File: src/rtl/gap_fill_pkg.sv
// Shared types and width helpers for the serial gap-fill block.
package gap_fill_pkg;

    typedef enum logic [1:0] {
        IDLE = 2'd0,
        SCAN = 2'd1,
        DONE = 2'd2
    } state_t;

    // Width of the gap_len port: enough to hold 0..max_gap.
    function automatic int gap_w(input int max_gap);
        return $clog2(max_gap + 1);
    endfunction

    // Width of the fill counter: enough to hold 0..width.
    function automatic int cnt_w(input int width);
        return $clog2(width + 1);
    endfunction

    // Width of a bit index into a word of the given width.
    function automatic int idx_w(input int width);
        return $clog2(width);
    endfunction

    // Width of the zero-run counter, which saturates at max_gap+1.
    function automatic int run_w(input int max_gap);
        return $clog2(max_gap + 2);
    endfunction

endpackage

File: src/rtl/gap_fill_serial_range_mask.sv
// Combinational mask generator: ones from lo up to hi inclusive.
module range_mask
    import gap_fill_pkg::*;
#(
    parameter int WIDTH = 6,
    localparam int IDX_W = idx_w(WIDTH)
) (
    input  logic [IDX_W-1:0] hi,
    input  logic [IDX_W-1:0] lo,
    output logic [WIDTH-1:0] mask
);

    // Each bit is set when its position lies inside [lo, hi].
    always_comb begin
        mask = '0;
        for (int j = 0; j < WIDTH; j++) begin
            mask[j] = (IDX_W'(j) >= lo) && (IDX_W'(j) <= hi);
        end
    end

endmodule

File: src/rtl/gap_fill_serial.sv
// Serial gap filler: scans a word MSB first, one bit per cycle, and fills
// enclosed zero runs no longer than the requested gap length.
module gap_fill_serial
    import gap_fill_pkg::*;
#(
    parameter int WIDTH   = 6,
    parameter int MAX_GAP = 3,
    localparam int GAP_W  = gap_w(MAX_GAP),
    localparam int CNT_W  = cnt_w(WIDTH)
) (
    input  logic             clk,
    input  logic             reset,
    input  logic             in_valid,
    output logic             in_ready,
    input  logic [WIDTH-1:0] in_data,
    input  logic [GAP_W-1:0] gap_len,
    output logic             out_valid,
    input  logic             out_ready,
    output logic [WIDTH-1:0] out_data,
    output logic [CNT_W-1:0] fill_count,
    output logic             busy
);

    localparam int IDX_W = idx_w(WIDTH);
    localparam int RUN_W = run_w(MAX_GAP);

    state_t           state;
    state_t           state_next;
    logic [IDX_W-1:0] index;
    logic [WIDTH-1:0] work;
    logic [CNT_W-1:0] count;
    logic [GAP_W-1:0] gap_eff;
    logic [GAP_W-1:0] gap_clamped;
    logic             seen_one;
    logic [RUN_W-1:0] run_len;
    logic [IDX_W-1:0] run_start;
    logic [IDX_W-1:0] run_end;
    logic [WIDTH-1:0] fill_mask;
    logic             fill_now;

    // Gap lengths beyond what the run counter can judge are clamped.
    assign gap_clamped = (gap_len > GAP_W'(MAX_GAP)) ? GAP_W'(MAX_GAP) : gap_len;

    // A 1 closes the current run; fill it if it is enclosed and short enough.
    assign fill_now = (state == SCAN) && work[index] && seen_one &&
                      (run_len != '0) && (run_len <= RUN_W'(gap_eff));

    // The run occupies the bits just above the closing 1 up to its start.
    assign run_end = index + IDX_W'(1);

    range_mask #(
        .WIDTH(WIDTH)
    ) u_range_mask (
        .hi  (run_start),
        .lo  (run_end),
        .mask(fill_mask)
    );

    assign out_data   = work;
    assign fill_count = count;

    // State register.
    always_ff @(posedge clk) begin
        if (reset) begin
            state <= IDLE;
        end else begin
            state <= state_next;
        end
    end

    // Next-state logic and handshake outputs.
    always_comb begin
        state_next = state;
        in_ready   = 1'b0;
        out_valid  = 1'b0;
        busy       = 1'b0;
        case (state)
            IDLE: begin
                in_ready = 1'b1;
                if (in_valid) begin
                    state_next = SCAN;
                end
            end
            SCAN: begin
                busy = 1'b1;
                if (index == '0) begin
                    state_next = DONE;
                end
            end
            DONE: begin
                busy      = 1'b1;
                out_valid = 1'b1;
                if (out_ready) begin
                    state_next = IDLE;
                end
            end
            default: begin
                state_next = IDLE;
            end
        endcase
    end

    // Datapath: latch the word on accept, then walk it one bit per cycle.
    always_ff @(posedge clk) begin
        if (reset) begin
            index     <= '0;
            work      <= '0;
            count     <= '0;
            gap_eff   <= '0;
            seen_one  <= 1'b0;
            run_len   <= '0;
            run_start <= '0;
        end else if (state == IDLE && in_valid) begin
            index     <= IDX_W'(WIDTH - 1);
            work      <= in_data;
            count     <= '0;
            gap_eff   <= gap_clamped;
            seen_one  <= 1'b0;
            run_len   <= '0;
            run_start <= '0;
        end else if (state == SCAN) begin
            if (index != '0) begin
                index <= index - IDX_W'(1);
            end
            if (work[index]) begin
                if (fill_now) begin
                    work  <= work | fill_mask;
                    count <= count + CNT_W'(run_len);
                end
                seen_one <= 1'b1;
                run_len  <= '0;
            end else begin
                if (run_len == '0) begin
                    run_start <= index;
                end
                if (run_len != RUN_W'(MAX_GAP + 1)) begin
                    run_len <= run_len + RUN_W'(1);
                end
            end
        end
    end

endmodule

File: config.mk
export PLATFORM = sky130hd
export DESIGN_NAME = gap_fill_serial
export DESIGN_NICKNAME = d
export VERILOG_FILES = /design/src/rtl/gap_fill_pkg.sv /design/src/rtl/gap_fill_serial_range_mask.sv /design/src/rtl/gap_fill_serial.sv
export SDC_FILE = /design/constraint.sdc
export NUM_CORES = 1
export LEC_CHECK = 0
export ABC_AREA = 1
export BUFFER_PORTS_ARGS = -buffer_cell sky130_fd_sc_hd__buf_2
export CAP_MARGIN = 25
export CORE_MARGIN = 4
export CORE_UTILIZATION = 45
export DETAILED_ROUTE_END_ITERATION = 8
export GPL_ROUTABILITY_DRIVEN = 0
export HOLD_SLACK_MARGIN = 0.1
export PLACE_DENSITY = 0.66
export SLEW_MARGIN = 5
export SYNTH_ARGS = -nofsm -noshare
export SYNTH_HDL_FRONTEND = slang
export SYNTH_SLANG_ARGS = --single-unit
File: constraint.sdc
create_clock -name clk -period 1.8 [get_ports clk]
set_input_delay 0.36 -clock clk [delete_from_list [all_inputs] [get_ports clk]]
set_output_delay 0.36 -clock clk [all_outputs]
set_load 0.05 [all_outputs]
==> summary.txt <==
Outcome
  – Outcome: completed

Place
  – DP HPWL: roughly 2.5 mm
  – PortBufs: 23
  – Placed cell area: ~0.0016 mm^2

Worst hold path
  – Hold WC Path Type: input port to flip-flop

Logic synthesis
  – Yosys Warn Count: 0
  – Post-synth top cells: 32 x inv_1, 32 x nand2_1, 27 x a21oi_1
  – Async SR Flop Fraction: 0
  – Syn Nets: between 200 and 250
  – Distinct cell type count after synthesis: 23
  – Synth top area share: 0.332
  – Cell count after synthesis: approximately 200
  – Top FF cell, synth: dfxtp_1
  – Post-synth EDFFs: 0
  – #FFs+latches synth: 23
  – Mapped cell area: 0.00139 mm^2
  – Sequential area share after synthesis: 0.332
  – Synth top area cells: dfxtp_1 33%, ha_1 12%, a21oi_1 9.7%, inv_1 8.7%, nand2_1 8.7%
  – Dominant cell type by area after synthesis: dfxtp_1
  – Avg Cell Area, Syn: 6.97 um^2

Floorplanning
  – Initial Util: 0.486
  – Row cnt: 19
  – Die ar.: 0.00403 mm^2
  – Ports: 24
  – Die height: 63.5 um
  – Core ar.: around 0.0029 mm^2
  – Die X-Extent: 63.5 um

Timing
  – Fin. Hold Viols: 0
  – Tightest Pin Transition: 433 ps
  – Slew HR: 0.709
  – Hold slack: 261 ps
  – Highest Clock Rate: 601 MHz
  – # setup viols final: 0
  – Setup TNS: 0 ps
  – Final min period: 1660 ps
  – Clock Skews: 0.899 ps
  – Period utilization: 0.925
  – Final Max Slew Viols: 0
  – Unrepaired setup endpoints after global routing: false

Clock network
  – Clock sinks: 23
  – CTS Buf Count: 3
  – Worst skew pair latency: 320 ps
  – Clk root buf: clkbuf_4
  – # H-tree levels: 1
  – # Post-CTS Setup Buffers: 0
  – Post-cts sizing count: 0
  – Maximum clock path buffer count: 2
  – # hold bufs at CTS: 0
  – CTS tree: done
  – Clk pin slew, worst setup/hold paths: 130 ps

Power and ir drop
  – Clk pwr share: 0.119
  – Design internal power: 1020 uW
  – Register share of total power: 0.331
  – Net Switching: 1080 uW
  – Overall power: 2100 uW
  – Pleak: between 0.0007 and 0.0008 uW
  – Max VDD drop: 1.01 mV
  – Switching Share: 0.513
  – Pwr dens: 1320 mW/mm^2
  – Comb power frac: 0.550

Finish
  – ANT cells: 0
  – Util after Layout: 0.558
  – Area delta synth->final: 14.9%
  – Design Area, Final: 0.00159 mm^2
  – Layout cells sized above 1: 0.183
  – Nets: 256

Setup path
  – Crit path largest cell delay: 480 ps
  – Worst-path maximum fanout: 7
  – Most used cell, CP: a21oi_1
  – CP endpoint kind: flip-flop
  – WP data arrival: 1930 ps
  – Critical Path, Cell by Cell: inv_2, ha_1, inv_1, nand2_1, a21oi_1, nand4_1, a21oi_1
  – Worst Path Required: 2060 ps
  – WS Path Type: flip-flop to flip-flop
  – Slowest CP cell: dfxtp_1
  – Startpoint Class: flip-flop

Global route
  – Grt ovf: 0
  – All-Layer GR Usage: 0.166
  – Pin count of the biggest net entering global routing: 14
  – Vias in the first global route: 1224
  – First-pass GRT wire length: 5.40 mm
  – Initial antenna violation count: 0

Routing
  – Detailed-route via count: 1312
  – Pre-antenna DRT Iters: 4
  – DRC errors left: 0
  – Routed length per instance: approximately 12 um
  – WL final: 3.10 mm
  – Antenna Nets Post-Route: 0
  – DRT iter0 DRCs: 37
  – Post-DR vias/cell: around 5.0

Run
  – Max Cap Viol: 0
[power by group through the flow]
stage	Sequential [uW]	Combinational (uW)	Clock, uW
after CTS	693	1160	253
after global routing	710	1300	268
after global placement	700	1130	0
final	693	1150	250
after floorplan	806	800	0
after detailed placement	705	1150	0
[stage by stage]
step / instances / setup slack, ps
after floorplan: 199 / 18.3
after global routing: 260 / 4.22
final: 260 / 135
after CTS: 260 / 139
after detailed placement: 256 / 188
after global placement: 256 / 246
[final timing paths]
kind,end,startpoint,cells past startpoint,slack [ps]
min reg2reg,seen_one,seen_one,2,470
max,out_data[1],index[0],7,140
max reg2reg,out_data[1],index[0],7,140
min,state[0],reset,2,260
[cells by family (layout without fill, tap and decap cells)]
group	after synthesis	in the layout	synth area share
AO/OA/AOI/OAI	42	42	0.156
adder cells (fa/ha/maj)	14	14	0.132
AND/OR/NAND/NOR	79	79	0.252
XOR/XNOR	3	3	0.0190
buffers and inverters	38	68	0.109
flip-flops	23	23	0.332
[layout make-up]
cell class	instances	area, um^2
clock buffers	3	22.5
clock inverters	1	5.00
fillers	298	1260
inverters	35	131
multi-input cells	138	774
flip-flops and latches	23	460
well taps	31	38.8
repair buffers	29	160
[worst max-delay path: cells and delay by family (launching register included)]
family	cells	cell delay, ps
compound gates	2	350
fa+ha+maj	1	330
buf+inv	2	250
flops	1	480
simple gates	2	200
[flip-flops by register name, summed over array words and instances, names as in the netlist]
signal      flops
state           2
gap_eff         2
run_start       3
seen_one        1
run_len         3
out_data        6
index           3
fill_count      3
[layer usage]
layer / vias to the layer above / share of wire / GRT usage
met5: - / 0 / 0
met4: 0 / 0.018 / 0.0728
met3: 5 / 0.030 / 0.0160
met2: 19 / 0.45 / 0.262
met1: 583 / 0.50 / 0.228
li1: 705 / - / -
[cell usage in the layout (no fill, tap or decap)]
| cell type | netlist | layout |
|---|---|---|
| ha_1 | 13 | 13 |
| a21oi_1 | 27 | 27 |
| clkinv_2 | 0 | 1 |
| o21ai_0 | 12 | 12 |
| buf_4 | 0 | 6 |
| nor3_1 | 2 | 2 |
| a22oi_1 | 1 | 1 |
| nand2_1 | 32 | 32 |
| nand2_2 | 2 | 2 |
| a21oi_2 | 1 | 1 |
| clkbuf_4 | 0 | 3 |
| nand3_1 | 10 | 10 |
| o21ai_1 | 1 | 1 |
| dfxtp_1 | 23 | 23 |
| nor2_1 | 20 | 20 |
| nor2_2 | 4 | 4 |
| xor2_1 | 2 | 2 |
| fa_1 | 1 | 1 |
| clkinv_1 | 1 | 1 |
| inv_1 | 32 | 32 |
| inv_2 | 2 | 2 |
| xnor2_1 | 1 | 1 |
| buf_2 | 0 | 23 |
| nand4_1 | 9 | 9 |
Note: power is estimated with default switching activity, not from simulation.
